$ cat src/rtl/param_multimode_ff_bank_if.sv
// Signal bundle for param_multimode_ff_bank: mode/data/enable controls in, state and status out.
// q_par and par_err are present only when FF_BANK_PARITY_EN is defined.
interface param_multimode_ff_bank_if #(
  parameter int WIDTH = 4
);
  logic [1:0]       mode;
  logic [WIDTH-1:0] a;
  logic [WIDTH-1:0] b;
  logic [WIDTH-1:0] en;
  logic             clr;
  logic             err_clr;
  logic [WIDTH-1:0] q;
  logic [WIDTH-1:0] qbar;
  logic [WIDTH-1:0] changed;
  logic             sr_err;
`ifdef FF_BANK_PARITY_EN
  logic             q_par;
  logic             par_err;
`endif

  // No valid/ready handshake: every input is sampled on every rising clk edge,
  // and outputs are valid from just after that edge until the next one.
  modport master (
    output mode, a, b, en, clr, err_clr,
`ifdef FF_BANK_PARITY_EN
    input  q_par, par_err,
`endif
    input  q, qbar, changed, sr_err
  );

  modport slave (
    input  mode, a, b, en, clr, err_clr,
`ifdef FF_BANK_PARITY_EN
    output q_par, par_err,
`endif
    output q, qbar, changed, sr_err
  );
endinterface

$ cat src/rtl/param_multimode_ff_bank.sv
// WIDTH-bit flip-flop bank with runtime D/T/JK/SR mode, per-bit enables, sync clear,
// change-detect pulses and sticky SR-illegal flag. Optional parity via FF_BANK_PARITY_EN.
module param_multimode_ff_bank #(
  parameter int               WIDTH       = 4,
  parameter logic [WIDTH-1:0] RESET_VALUE = '0,
  parameter logic [WIDTH-1:0] CLEAR_VALUE = '0
) (
  input logic                      clk,
  input logic                      rstn,
  param_multimode_ff_bank_if.slave bus
);
  localparam logic [1:0] MODE_D  = 2'b00;
  localparam logic [1:0] MODE_T  = 2'b01;
  localparam logic [1:0] MODE_JK = 2'b10;
  localparam logic [1:0] MODE_SR = 2'b11;

  logic [WIDTH-1:0] q_r;
  logic [WIDTH-1:0] q_next;
  logic [WIDTH-1:0] changed_r;
  logic             sr_err_r;
  logic             sr_illegal;

  always_comb begin
    q_next     = q_r;
    sr_illegal = 1'b0;
    for (int i = 0; i < WIDTH; i++) begin
      if (bus.clr) begin
        q_next[i] = CLEAR_VALUE[i];
      end else if (bus.en[i]) begin
        case (bus.mode)
          MODE_D:  q_next[i] = bus.a[i];
          MODE_T:  q_next[i] = q_r[i] ^ bus.a[i];
          MODE_JK: begin
            case ({bus.a[i], bus.b[i]})
              2'b01:   q_next[i] = 1'b0;
              2'b10:   q_next[i] = 1'b1;
              2'b11:   q_next[i] = ~q_r[i];
              default: q_next[i] = q_r[i];
            endcase
          end
          MODE_SR: begin
            case ({bus.a[i], bus.b[i]})
              2'b01:   q_next[i] = 1'b0;
              2'b10:   q_next[i] = 1'b1;
              // S=R=1 holds the bit and raises the sticky error
              2'b11:   sr_illegal = 1'b1;
              default: q_next[i] = q_r[i];
            endcase
          end
          default: q_next[i] = q_r[i];
        endcase
      end
    end
  end

  always_ff @(posedge clk or negedge rstn) begin
    if (!rstn) begin
      q_r       <= RESET_VALUE;
      changed_r <= '0;
      sr_err_r  <= 1'b0;
    end else begin
      q_r       <= q_next;
      changed_r <= q_next ^ q_r;
      // a new illegal event beats a simultaneous err_clr
      if (sr_illegal)       sr_err_r <= 1'b1;
      else if (bus.err_clr) sr_err_r <= 1'b0;
    end
  end

  assign bus.q       = q_r;
  assign bus.qbar    = ~q_r;
  assign bus.changed = changed_r;
  assign bus.sr_err  = sr_err_r;

`ifdef FF_BANK_PARITY_EN
  logic q_par_r;

  always_ff @(posedge clk or negedge rstn) begin
    if (!rstn) q_par_r <= ^RESET_VALUE;
    else       q_par_r <= ^q_next;
  end

  assign bus.q_par   = q_par_r;
  assign bus.par_err = q_par_r ^ (^q_r);
`endif
endmodule

$ cat src/flat_wrapper.sv
// flat-port wrapper written by rule: the top's interface ports become plain ports
module param_multimode_ff_bank_flat 
#(
  parameter int               WIDTH       = 4,
  parameter logic [WIDTH-1:0] RESET_VALUE = '0,
  parameter logic [WIDTH-1:0] CLEAR_VALUE = '0
)
  (clk, rstn, bus_mode, bus_a, bus_b, bus_en, bus_clr, bus_err_clr, bus_q, bus_qbar, bus_changed, bus_sr_err);
  param_multimode_ff_bank_if #(.WIDTH(WIDTH)) bus_i ();
  input logic clk;
  input logic rstn;
  input wire logic [$bits(bus_i.mode)-1:0] bus_mode;
  input wire logic [$bits(bus_i.a)-1:0] bus_a;
  input wire logic [$bits(bus_i.b)-1:0] bus_b;
  input wire logic [$bits(bus_i.en)-1:0] bus_en;
  input wire logic [$bits(bus_i.clr)-1:0] bus_clr;
  input wire logic [$bits(bus_i.err_clr)-1:0] bus_err_clr;
  output wire logic [$bits(bus_i.q)-1:0] bus_q;
  output wire logic [$bits(bus_i.qbar)-1:0] bus_qbar;
  output wire logic [$bits(bus_i.changed)-1:0] bus_changed;
  output wire logic [$bits(bus_i.sr_err)-1:0] bus_sr_err;
  assign bus_i.mode = bus_mode;
  assign bus_i.a = bus_a;
  assign bus_i.b = bus_b;
  assign bus_i.en = bus_en;
  assign bus_i.clr = bus_clr;
  assign bus_i.err_clr = bus_err_clr;
  assign bus_q = bus_i.q;
  assign bus_qbar = bus_i.qbar;
  assign bus_changed = bus_i.changed;
  assign bus_sr_err = bus_i.sr_err;
  param_multimode_ff_bank #(.WIDTH(WIDTH), .RESET_VALUE(RESET_VALUE), .CLEAR_VALUE(CLEAR_VALUE)) u_core (.clk(clk), .rstn(rstn), .bus(bus_i));
endmodule
$ cat config.mk
export PLATFORM = sky130hd
export DESIGN_NAME = param_multimode_ff_bank_flat
export DESIGN_NICKNAME = d
export VERILOG_FILES = /design/src/rtl/param_multimode_ff_bank_if.sv /design/src/rtl/param_multimode_ff_bank.sv /design/src/flat_wrapper.sv
export SDC_FILE = /design/constraint.sdc
export NUM_CORES = 1
export LEC_CHECK = 0
export CORE_MARGIN = 5
export CORE_UTILIZATION = 44
export DETAILED_ROUTE_END_ITERATION = 10
export GPL_ROUTABILITY_DRIVEN = 0
export HOLD_SLACK_MARGIN = 0.15
export PLACE_DENSITY_LB_ADDON = 0.08
export SLEW_MARGIN = 20
export SYNTH_ARGS = -nofsm -noshare
export SYNTH_HDL_FRONTEND = slang
export SYNTH_SLANG_ARGS = --single-unit
$ cat constraint.sdc
create_clock -name clk -period 3.5 [get_ports clk]
set_clock_uncertainty 0.05 [all_clocks]
set_input_delay 0.7 -clock clk [delete_from_list [all_inputs] [get_ports clk]]
set_output_delay 0.7 -clock clk [all_outputs]
set_load 0.05 [all_outputs]
After elaboration in Yosys (flattened, before gate mapping). Index checks and enable logic that the tools add are counted.

Register bits: 9. Input port bits: 18. Output and inout bits: 13.

Equality and inequality tests: 15. Multiplexer cells: 38. Bitwise logic cells: 10. Reductions and logical operators: 2.

Operators by type and width (count): $mux W1 (26); $eq A2 B2 Y1 const B (10); $pmux W1 S4 (4); $pmux W1 S3 (4); $eq A2 B1 Y1 const B (5); $pmux W1 S2 (4); $not A1 Y1 (4); $not A4 Y4 (1); $xor A1 B1 Y1 (4); $xor A4 B4 Y4 (1); $logic_not A2 Y1 (1); $reduce_bool A2 Y1 (1).

Depth between registers and ports, before layout. Gate-level depths: netlist of the first run.

Depth after elaboration: 18. Mapped depth: 6. Depth with buffers taken out: 6.

Worst setup path after synthesis of the first run. Ideal clock, no wire load.

Path type: register to output. Start: reg u_core.q_r[0], in the netlist u_core.bus.q[0]. End: out bus_qbar[0]. Data arrival time: 1.064 ns. Setup slack: 1.686 ns. Stages on the path, launching flop included: 2. Path buffers: 0. Cell sequence: dfrtp_1 -> inv_1.

Longest elaborated chain between the ends: 1.

Ends and longest elaborated chain: from (decl) (RTL line param_multimode_ff_bank.sv:17) `logic [WIDTH-1:0] q_r;`; from (signal assigned) (RTL line param_multimode_ff_bank.sv:62) `q_r <= q_next;`; $not A4 Y4 (RTL line param_multimode_ff_bank.sv:71) `assign bus.qbar = ~q_r;`; to (decl) (RTL line flat_wrapper.sv:19) `output wire logic [$bits(bus_i.qbar)-1:0] bus_qbar;`.

Every way passes these cells.

Final worst setup path of the first run.
Start: reg u_core.q_r[1], in the netlist u_core.bus.q[1]. End: out bus_qbar[1].

The elaborated chain is that of the path after synthesis.

==> impl_summary.log, run 1 <==
[metrics] status: complete, no violations
[metrics] maximum number of pins on one net before global-route repair: 14
[metrics] final critical-path setup slack: between 1 and 1.5 ns
[metrics] Detail Route Antenna Nets: 0
[metrics] Ys Warns: 0
[metrics] number of failing hold endpoints at the final stage: 0
[metrics] starting utilization of the core area: 47.32%
[metrics] TritonCTS buffer count: 3
[metrics] total congestion overflow after global routing: 0
[metrics] synth top area cells: sky130_fd_sc_hd__dfrtp_1, sky130_fd_sc_hd__ha_1, sky130_fd_sc_hd__o221ai_2
[metrics] Slowest Stage Delay on Critical Path: slightly above 0.8 ns
[metrics] via-per-instance ratio: 5.523
[metrics] depth of the most critical reg-to-reg path: 4
[metrics] WL per Instance: ~15 um
[metrics] Longest Clk Path Bufs: 2
[metrics] clock latency at the later pin of the worst-skew pair: 0.26 ns
[metrics] number of filler instances in the final layout: between 100 and 150
[metrics] Core Footprint: between 1500 and 2000 sq um
[metrics] proportion of total power due to net switching: between 30% and 40%
[metrics] number of different library cells in the post-synthesis netlist: 19
[metrics] Vias: 707
[metrics] portion of synthesized cell area occupied by the leading cell type: between 30 and 40%
[metrics] R2R Setup Slk: a little under 2 ns
[metrics] instance count along the most critical hold path: 2
[metrics] Crit path required time: ~2.8 ns
[metrics] Clk network pwr share: 23.6%
[metrics] first-pass GRT wire length: 2.718 mm
[metrics] Flop pwr share: 35.3%
[metrics] Placement Setup Slack: between 1 and 1.5 ns
[metrics] TritonCTS sink count: 9
[metrics] IO Pins: 31
[metrics] Post-CTS Repair Setup Buffers: 0
[metrics] kind of critical path: reg2out
[metrics] area delta synth->final: 47.00%
[metrics] share of the yosys chip area belonging to registers: a little under a third
[metrics] post-layout minimum cycle time: 2.385 ns
[metrics] unrepaired setup endpoints after global routing: no
[metrics] synthesized area divided by synthesized cell count: 9.234 sq um
[metrics] Mapped Nets: 105
[metrics] arrival time of data at the critical path endpoint: 1.64 ns
[metrics] max-capacitance violation count: 0
[metrics] fin. max-slew vios: 0
[metrics] Setup violations, final: 0
[metrics] number of nets in the final layout: 139
[metrics] Area after DPL: between 1000 and 1500 sq um
[metrics] R2R Path Start: u_core.bus.q[1]$_DFF_PN0_
[metrics] Iteration-0 DRC Markers: 10
[metrics] layout cells sized above 1: under 10%
[metrics] CP max FO: 7
[metrics] endpoint with the worst hold slack: u_core.bus.sr_err$_DFFE_PN0P_
[metrics] post-route design area: 1072 sq um
[metrics] HPWL after detailed placement: ~1.5 mm
[metrics] slew margin rel.: 66.43%
[metrics] vias in the first global route: ~620
[metrics] Port Buf Inserts: 30
[metrics] number of buffers inserted for hold repair after clock tree synthesis: 0
[metrics] Pwr Density: between 300 and 400 nW/um^2
[metrics] largest area contributor in the netlist: sky130_fd_sc_hd__dfrtp_1
[metrics] nature of the critical path startpoint: flop
[metrics] clock-pin slew of the registers on the worst-case setup and hold paths: 0.06 ns
[metrics] Post-Place Cells: roughly 120
[metrics] fin util: between 60% and 70%
[metrics] crit path cell chain: inv_1 -> clkdlybuf4s50_1
[metrics] die outline height: between 50 and 60 um
[metrics] critical-path cell with the highest stage delay: sky130_fd_sc_hd__clkdlybuf4s50_1
[metrics] Sw Pwr: 0.1244 mW
[metrics] Die X: 50.72 um
[metrics] worst slack on hold paths: roughly 0.47 ns
[metrics] TritonCTS clock tree: yes
[metrics] Leak: 0.4752 nW
[metrics] Logic pwr share: approximately 41%
[metrics] transition time at the pin with the least slew margin: around 0.50 ns
[metrics] final-layout setup total negative slack: 0 ns
[metrics] final period utilization: ~68%
[metrics] post-cts resize count: 0
[metrics] CTS Root Cell: sky130_fd_sc_hd__clkbuf_4
[metrics] filler-free cell count of the finished design: 128
[metrics] HP Start: u_core.bus.sr_err$_DFFE_PN0P_
[metrics] power consumption: 0.3380 mW
[metrics] kind of path behind the tightest hold check: reg2reg
[metrics] Seq cells post-synth: 9
[metrics] highest-count cells in the layout ignoring fill and taps: sky130_fd_sc_hd__clkdlybuf4s50_1, sky130_fd_sc_hd__inv_1, sky130_fd_sc_hd__dfrtp_1
[metrics] n_diodes: 0
[metrics] maximum clock rate: around 420 MHz
[metrics] Setup crit end kind: primary output
[metrics] number of antenna violations at the first check in global routing: 0
[metrics] Post-Synthesis Cells: 79
[metrics] Die Outline Area: around 2600 sq um
[metrics] Peak supply drop: 0.1363 mV
[metrics] cell-internal power: around 0.21 mW
[metrics] most frequent standard cell in the layout excluding fill and tap cells: sky130_fd_sc_hd__clkdlybuf4s50_1
[metrics] DRC violations left: 0
[metrics] std cell rows: 14
[metrics] combined area of all synthesized cells: between 700 and 800 sq um
[metrics] total wire length after detailed routing: around 1.9 mm
[metrics] endpoint of the most critical register-to-register path: u_core.bus.changed[1]$_DFF_PN0_
[metrics] htree depth: 1
[metrics] number of optimization iterations in the first detailed-route pass: 4
[metrics] global routing usage summed across all routing layers: between 10% and 20%
-- sequential cells by signal, indices dropped and copies added, names as in the netlist --
| name | cells |
|---|---|
| u_core.bus.q | 4 |
| u_core.bus.changed | 4 |
| u_core.bus.sr_err | 1 |
-- layer usage --
layer | routed length (um) | global-route usage (%) | vias to the layer above | share of wire, %
met5 | 0 | 0 | - | 0
met4 | 17 | 5.106 | 0 | 0.91
met3 | 121 | 1.183 | 2 | 6.5
met2 | 916 | 22.52 | 26 | 49
met1 | 808 | 18.20 | 324 | 43
li1 | - | - | 355 | -
-- cells by family after synthesis --
| kind of cell | count (synthesis) | share of synthesized area, % |
|---|---|---|
| DFF | 9 | 30.88 |
| adders and majority gates | 12 | 19.21 |
| AOI/OAI and AO/OA | 17 | 21.44 |
| buffers and inverters | 14 | 7.204 |
| and+or+nand+nor | 23 | 15.78 |
| muxes | 4 | 5.489 |
-- synth_stat cells (all sizes together) --
library cell,number
inv,13
dfrtp,9
ha,8
nor2,7
nand3,6
a22oi,5
maj3,4
mux2i,4
nand2,4
o221ai,4
o22ai,4
or3,3
or2b,2
a221oi,1
a22o,1
clkbuf,1
nor3b,1
o31ai,1
o32ai,1
-- final cells by class --
class                      count  area, sq um  area share (%)
multi-input combinational     56        451.7           42.12
timing repair buffer          30        300.3           28.00
sequential                     9        225.2           21.00
inverter                      13        48.80           4.551
clock buffer                   4        26.28           2.450
tap                           16        20.02           1.867
-- power by group through the flow --
stage,clock network (mW),logic (mW),registers [mW]
2_1_floorplan,0,0.0518,0.148
3_3_place_gp,0,0.137,0.121
3_5_place_dp,0,0.139,0.121
4_1_cts,0.0803,0.140,0.119
5_1_grt,0.0851,0.148,0.120
6_report,0.0798,0.139,0.119
-- worst max-delay path by stage --
stage	endpoint	cells after the start	startpoint	slack, ns
after global placement	u_core.bus.changed[3]$_DFF_PN0_	7	bus_b[3]	1.10
after floorplan	bus_qbar[0]	1	u_core.bus.q[0]$_DFF_PN0_	1.69
after CTS	bus_qbar[2]	2	u_core.bus.q[2]$_DFF_PN0_	1.12
after detailed placement	u_core.bus.changed[1]$_DFF_PN0_	7	bus_b[1]	1.10
after global routing	bus_qbar[2]	2	u_core.bus.q[2]$_DFF_PN0_	1.07
final	bus_qbar[1]	2	u_core.bus.q[1]$_DFF_PN0_	1.11
-- worst max-delay path: cells and delay by family (launching register included) --
family	cells	cell delay, ns
DFF	1	0.46
buffers and inverters	2	0.92
Power figures use the tool's default switching activity.
==> run 2: changes to the inputs <==
--- a/config.mk
+++ b/config.mk
@@ -6,7 +6,7 @@
 export NUM_CORES = 1
 export LEC_CHECK = 0
 export CORE_MARGIN = 5
-export CORE_UTILIZATION = 44
+export CORE_UTILIZATION = 37
 export DETAILED_ROUTE_END_ITERATION = 10
 export GPL_ROUTABILITY_DRIVEN = 0
 export HOLD_SLACK_MARGIN = 0.15
==> constraint.sdc (replaced) <==
create_clock -name clk -period 2 [get_ports clk]
set_clock_uncertainty 0.05 [all_clocks]
set_input_delay 0.4 -clock clk [delete_from_list [all_inputs] [get_ports clk]]
set_output_delay 0.4 -clock clk [all_outputs]
set_load 0.05 [all_outputs]
==> run 2 against run 1 <==
Effect of this change:
- cell area rose by 6.4%
- register-to-register slack got worse by 1.5 ns
- global-route usage rose by 0.82 points
- cell count rose by 16%
- die area rose by 15%
- flip-flop and latch count did not move
- clock power rose by 70%
- count of clock-buffer cells in the layout did not move
- utilization fell by 10 points
- via count rose by 6.1%
- hold slack got worse by 0.087 ns
- first-iteration DRC count fell by 50%
- critical path type unchanged
- highest routed layer is now met3
==> impl_summary.log, run 2 (same netlist as run 1, synthesis figures left out) <==
[metrics] filler-free cell count of the finished design: 149 (+16%)
[metrics] highest-count cells in the layout ignoring fill and taps: sky130_fd_sc_hd__clkdlybuf4s50_1, sky130_fd_sc_hd__buf_4, sky130_fd_sc_hd__inv_1
[metrics] kind of critical path: reg2out
[metrics] die outline height: 54.40 um (+7.3%)
[metrics] unrepaired setup endpoints after global routing: no
[metrics] std cell rows: 16 (+2)
[metrics] Flop pwr share: 34.7% (-0.6 points)
[metrics] R2R Setup Slk: 0.52 ns (-1.45 ns)
[metrics] number of buffers inserted for hold repair after clock tree synthesis: 0 (unchanged)
[metrics] n_diodes: 0 (unchanged)
[metrics] post-layout minimum cycle time: ~1.9 ns
[metrics] Peak supply drop: 0.4406 mV (+220%)
[metrics] clock latency at the later pin of the worst-skew pair: 0.25 ns (about the same)
[metrics] CTS Root Cell: sky130_fd_sc_hd__clkbuf_4
[metrics] Post-CTS Repair Setup Buffers: 0 (unchanged)
[metrics] Placement Setup Slack: -0.07340 ns (-1.172 ns)
[metrics] vias in the first global route: 725 (+17%)
[metrics] R2R Path Start: u_core.bus.q[1]$_DFF_PN0_
[metrics] Die X: 54.40 um (+7.3%)
[metrics] IO Pins: 31 (unchanged)
[metrics] clock-pin slew of the registers on the worst-case setup and hold paths: 0.06 ns (about the same)
[metrics] global routing usage summed across all routing layers: 14.43% (+0.82 points)
[metrics] Port Buf Inserts: 30 (unchanged)
[metrics] nature of the critical path startpoint: flop
[metrics] most frequent standard cell in the layout excluding fill and tap cells: sky130_fd_sc_hd__clkdlybuf4s50_1
[metrics] crit path cell chain: clkdlybuf4s50_1
[metrics] Die Outline Area: 2959 sq um (+15%)
[metrics] total congestion overflow after global routing: 0 (unchanged)
[metrics] Pwr Density: 524.6 nW/um^2 (+66%)
[metrics] Core Footprint: 1922 sq um (+25%)
[metrics] total wire length after detailed routing: 1.821 mm (-2.3%)
[metrics] Post-Place Cells: 145 (+17%)
[metrics] Slowest Stage Delay on Critical Path: 0.80 ns (about the same)
[metrics] max-capacitance violation count: 0 (unchanged)
[metrics] layout cells sized above 1: 22.13% (+14 points)
[metrics] Iteration-0 DRC Markers: 5 (-5)
[metrics] origin of the worst setup path: u_core.bus.sr_err$_DFFE_PN0P_
[metrics] maximum number of pins on one net before global-route repair: 11 (-3)
[metrics] fin. max-slew vios: 0 (unchanged)
[metrics] buffers plus inverters on the worst setup path: 1 (-1)
[metrics] via-per-instance ratio: 5.034 (-8.9%)
[metrics] WL per Instance: 12.22 um (-16%)
[metrics] Setup crit end kind: primary output
[metrics] HPWL after detailed placement: 1.535 mm (+5.8%)
[metrics] Leak: 0.5306 nW (+12%)
[metrics] TritonCTS buffer count: 3 (unchanged)
[metrics] proportion of total power due to net switching: 35.96% (-0.85 points)
[metrics] TritonCTS sink count: 9 (unchanged)
[metrics] number of failing hold endpoints at the final stage: 0 (unchanged)
[metrics] transition time at the pin with the least slew margin: 0.4953 ns (-0.006655 ns)
[metrics] Sw Pwr: 0.2153 mW (+73%)
[metrics] DRC violations left: 0 (unchanged)
[metrics] arrival time of data at the critical path endpoint: 1.41 ns (-0.23 ns)
[metrics] fin util: 59.38% (-10 points)
[metrics] first-pass GRT wire length: 3.167 mm (+17%)
[metrics] CP max FO: 2 (-5)
[metrics] kind of path behind the tightest hold check: in2async
[metrics] starting utilization of the core area: 37.96% (-9.4 points)
[metrics] Vias: 750 (+6.1%)
[metrics] Crit path required time: 1.55 ns (-1.20 ns)
[metrics] post-cts resize count: 0 (unchanged)
[metrics] number of optimization iterations in the first detailed-route pass: 4 (unchanged)
[metrics] area delta synth->final: 56.43%
[metrics] maximum clock rate: 537.6 MHz
[metrics] final period utilization: around 93%
[metrics] Area after DPL: 1115 sq um (+6.6%)
[metrics] Setup violations, final: 0 (unchanged)
[metrics] htree depth: 1 (unchanged)
[metrics] Top delay family on crit path: buffers and inverters
[metrics] TritonCTS clock tree: yes
[metrics] Clk network pwr share: 22.8% (-0.8 points)
[metrics] Longest Clk Path Bufs: 2 (unchanged)
[metrics] post-route design area: 1141 sq um (+6.4%)
[metrics] number of nets in the final layout: 149 (+7.2%)
[metrics] Logic pwr share: 42.5% (+1.4 points)
[metrics] status: complete, no violations
[metrics] slew margin rel.: 66.88% (+0.45 points)
[metrics] final critical-path setup slack: 0.1398 ns (-0.9749 ns)
[metrics] critical-path cell with the highest stage delay: sky130_fd_sc_hd__clkdlybuf4s50_1
[metrics] cell-internal power: 0.3833 mW (+79%)
[metrics] Detail Route Antenna Nets: 0 (unchanged)
[metrics] number of antenna violations at the first check in global routing: 0 (unchanged)
[run 2: power groups by stage]
| stage | Sequential [mW] | Combinational [mW] | Clock (mW) |
|---|---|---|---|
| global route | 0.210 | 0.275 | 0.155 |
| floorplan | 0.259 | 0.0906 | 0 |
| CTS | 0.208 | 0.256 | 0.141 |
| detailed placement | 0.211 | 0.255 | 0 |
| global placement | 0.211 | 0.253 | 0 |
| finish | 0.208 | 0.254 | 0.136 |
[run 2: through the flow]
step / hold WS, ns / power (mW) / TNS [ns]
global placement: 0.4607 / 0.4641 / -0.1055
floorplan: 0.05441 / 0.3493 / 0
global route: 0.4215 / 0.6395 / 0
detailed placement: 0.4716 / 0.4660 / -0.1806
finish: 0.3870 / 0.5986 / 0
CTS: 0.3927 / 0.6056 / 0
[run 2: path summary, 6_finish.rpt]
kind / endpoint / cells past startpoint
worst max-delay path: bus_sr_err / 1
worst min-delay path: u_core.bus.changed[2]$_DFF_PN0_ / 1
worst max register to register: u_core.bus.changed[1]$_DFF_PN0_ / 4
worst min register to register: u_core.bus.sr_err$_DFFE_PN0P_ / 2
max in group asynchronous: u_core.bus.changed[0]$_DFF_PN0_ / 1
min in group clk: u_core.bus.sr_err$_DFFE_PN0P_ / 2
[run 2: cell type report]
class	count	area [sq um]
fill	182	780.7
multi-input combinational	56	451.7
timing repair buffer	40	355.3
sequential	9	225.2
inverter	13	48.80
tap	27	33.78
clock buffer	4	26.28
[run 2: metal layers]
layer	up-vias	share of wire [%]	global-route usage [%]
li1	371	-	-
met1	359	42	18.27
met2	20	52	24.50
met3	0	6.9	4.905
met4	0	0	1.245
met5	-	0	0
==> edit: new RTL, flow settings as in run 2 <==
`WIDTH` is set to 4 in 3 places; all go to 3.
--- a/src/rtl/param_multimode_ff_bank_if.sv
+++ b/src/rtl/param_multimode_ff_bank_if.sv
@@ -1,7 +1,7 @@
 // Signal bundle for param_multimode_ff_bank: mode/data/enable controls in, state and status out.
 // q_par and par_err are present only when FF_BANK_PARITY_EN is defined.
 interface param_multimode_ff_bank_if #(
-  parameter int WIDTH = 4
+  parameter int WIDTH = 3
 );
   logic [1:0]       mode;
   logic [WIDTH-1:0] a;
--- a/src/rtl/param_multimode_ff_bank.sv
+++ b/src/rtl/param_multimode_ff_bank.sv
@@ -1,7 +1,7 @@
 // WIDTH-bit flip-flop bank with runtime D/T/JK/SR mode, per-bit enables, sync clear,
 // change-detect pulses and sticky SR-illegal flag. Optional parity via FF_BANK_PARITY_EN.
 module param_multimode_ff_bank #(
-  parameter int               WIDTH       = 4,
+  parameter int               WIDTH       = 3,
   parameter logic [WIDTH-1:0] RESET_VALUE = '0,
   parameter logic [WIDTH-1:0] CLEAR_VALUE = '0
 ) (
--- a/src/flat_wrapper.sv
+++ b/src/flat_wrapper.sv
@@ -1,7 +1,7 @@
 // flat-port wrapper written by rule: the top's interface ports become plain ports
 module param_multimode_ff_bank_flat 
 #(
-  parameter int               WIDTH       = 4,
+  parameter int               WIDTH       = 3,
   parameter logic [WIDTH-1:0] RESET_VALUE = '0,
   parameter logic [WIDTH-1:0] CLEAR_VALUE = '0
 )
Ports: changed (6 resized); port bits go from 31 to 25. No check against the original RTL was run, so the function may have changed too.
==> edit against run 2 <==
Sequential cell count decreased by 2. Design area decreased by 22%. Area after synthesis down 23%. Cell count down 23%. Worst hold slack lost 0.030 ns. Wire length is 22% lower. Maximum frequency decreased by 0.94%. Core utilization grew 1.3 points. Worst setup slack lost 0.018 ns. Power down 18%. Highest routed layer unchanged.
==> edit: results (changes against run 2) <==
{| class="wikitable"
! Metric !! Value
|-
| Yosys cell types || 26 (+7)
|-
| Antenna violations before repair || 0 (unchanged)
|-
| Static power due to leakage || 0.4340 nW (-18%)
|-
| Crit Reg-Reg Startpoint || u_core.bus.q[0]
|-
| Layout fillers || 142 (-22%)
|-
| Clock transition at the registers of the reported paths || 0.05 ns
|-
| Maximum cell stage delay along the critical path || 0.48 ns (-0.32 ns)
|-
| Max IR drop VDD || 0.0004010 V (-9.0%)
|-
| Number of diodes added for antenna fixing || 0 (unchanged)
|-
| Fraction of synthesis flops using an asynchronous set or reset pin || 1.000 (unchanged)
|-
| Drt via density || 5.246 (+4.2%)
|-
| Source-to-sink clock delay at the later pin of the worst-skew pair || 0.25 ns (about the same)
|-
| Detailed Route Iter0 Violations || 17 (+12)
|-
| Post-detailed-route wirelength per cell || 12.41 µm (+1.6%)
|-
| Grt ovf || 0 (unchanged)
|-
| Global routing usage on met3 || 0.04893 (-0.0001167)
|-
| Sw power || 171.2 µW (-20%)
|-
| Status || completed
|-
| CTS Buffer Depth || 2 (unchanged)
|-
| Net total in the final layout || 120 (-19%)
|-
| Met2 Wirelength || 719 µm (-23%)
|-
| Tightest Pin Transition || 0.4961 ns (+0.0007985 ns)
|-
| Top cells by count, synth || sky130_fd_sc_hd__inv_1 (11), sky130_fd_sc_hd__dfrtp_1 (7), sky130_fd_sc_hd__nor2_1 (7)
|-
| Biggest area contributors in the synthesized netlist || sky130_fd_sc_hd__dfrtp_1 (31%), sky130_fd_sc_hd__ha_1 (13%), sky130_fd_sc_hd__inv_1 (7.4%)
|-
| Filler-free cell count of the finished design || 114 (-23%)
|-
| Number of buffers added on ports || 24 (-20%)
|-
| Global-route wire length before repair || 2470 µm (-22%)
|-
| Gate count of the mapped netlist || 62 (-22%)
|-
| Vias in the first global route || 569 (-22%)
|-
| Startpoint of the most critical setup path || bus_b[0]
|-
| HPWL Detailed || 1199 µm (-22%)
|-
| Global Route met1 Usage || 0.1458 (-0.03693)
|-
| Sequential cell area fraction in the yosys report || 0.3139 (+0.005153)
|-
| Detailed-routed wire length on met3 || 109 µm (-13%)
|-
| Post-Syn Nets || 83 (-21%)
|-
| Grt met2 use || 0.2174 (-0.02763)
|-
| Routed met1 length || 587 µm (-22%)
|-
| Pin count of the biggest net entering global routing || 9 (-2)
|-
| Overall routing resource usage || 0.1260 (-0.01829)
|-
| Fraction of final layout cells sized beyond drive strength 1 || 0.2041 (-0.01723)
|}
[edit: power by group through the flow]
stage          combinational (mW)  sequential (mW)  clock [mW]
3_3_place_gp                0.200            0.165           0
6_report                    0.201            0.162       0.125
3_5_place_dp                0.202            0.165           0
2_1_floorplan              0.0709            0.203           0
4_1_cts                     0.203            0.163       0.132
5_1_grt                     0.216            0.165       0.146
[edit: kinds of logic (layout without fill, tap and decap cells)]
logic type      after synthesis  in the layout  share of synthesized area
simple gates                 16             16                     0.1391
buf+inv                      12             48                    0.08071
compound gates               16             16                     0.2422
mux                           3              3                    0.05381
flops                         7              7                     0.3139
fa+ha+maj                     8              8                     0.1704
[edit: cell type report]
cell class | count | share of cell area
Sequential cell | 7 | 0.1961
Clock buffer | 4 | 0.02941
Timing Repair Buffer | 33 | 0.3277
Multi-Input combinational cell | 43 | 0.3782
Tap cell | 16 | 0.02241
Inverter | 11 | 0.04622
[edit: final timing paths]
path                                    endpoint  slack (ns)  cells past startpoint
hold / removal                   u_core.bus.q[1]        0.36                      1
setup reg to reg           u_core.bus.changed[0]        0.40                      4
setup / recovery           u_core.bus.changed[0]        0.12                      7
max in group asynchronous      u_core.bus.sr_err        1.31                      1
min in group clk               u_core.bus.sr_err        0.48                      2
hold reg to reg                u_core.bus.sr_err        0.48                      2
[edit: per-stage QoR]
stage,worst slack (ns),total power [mW],cell area [µm²]
global route,0.08519,0.5266,893.4
detailed placement,-0.1279,0.3673,867.1
CTS,0.1330,0.4983,893.4
floorplan,0.2535,0.2744,558.0
global placement,-0.1058,0.3654,867.1
finish,0.1222,0.4889,893.4
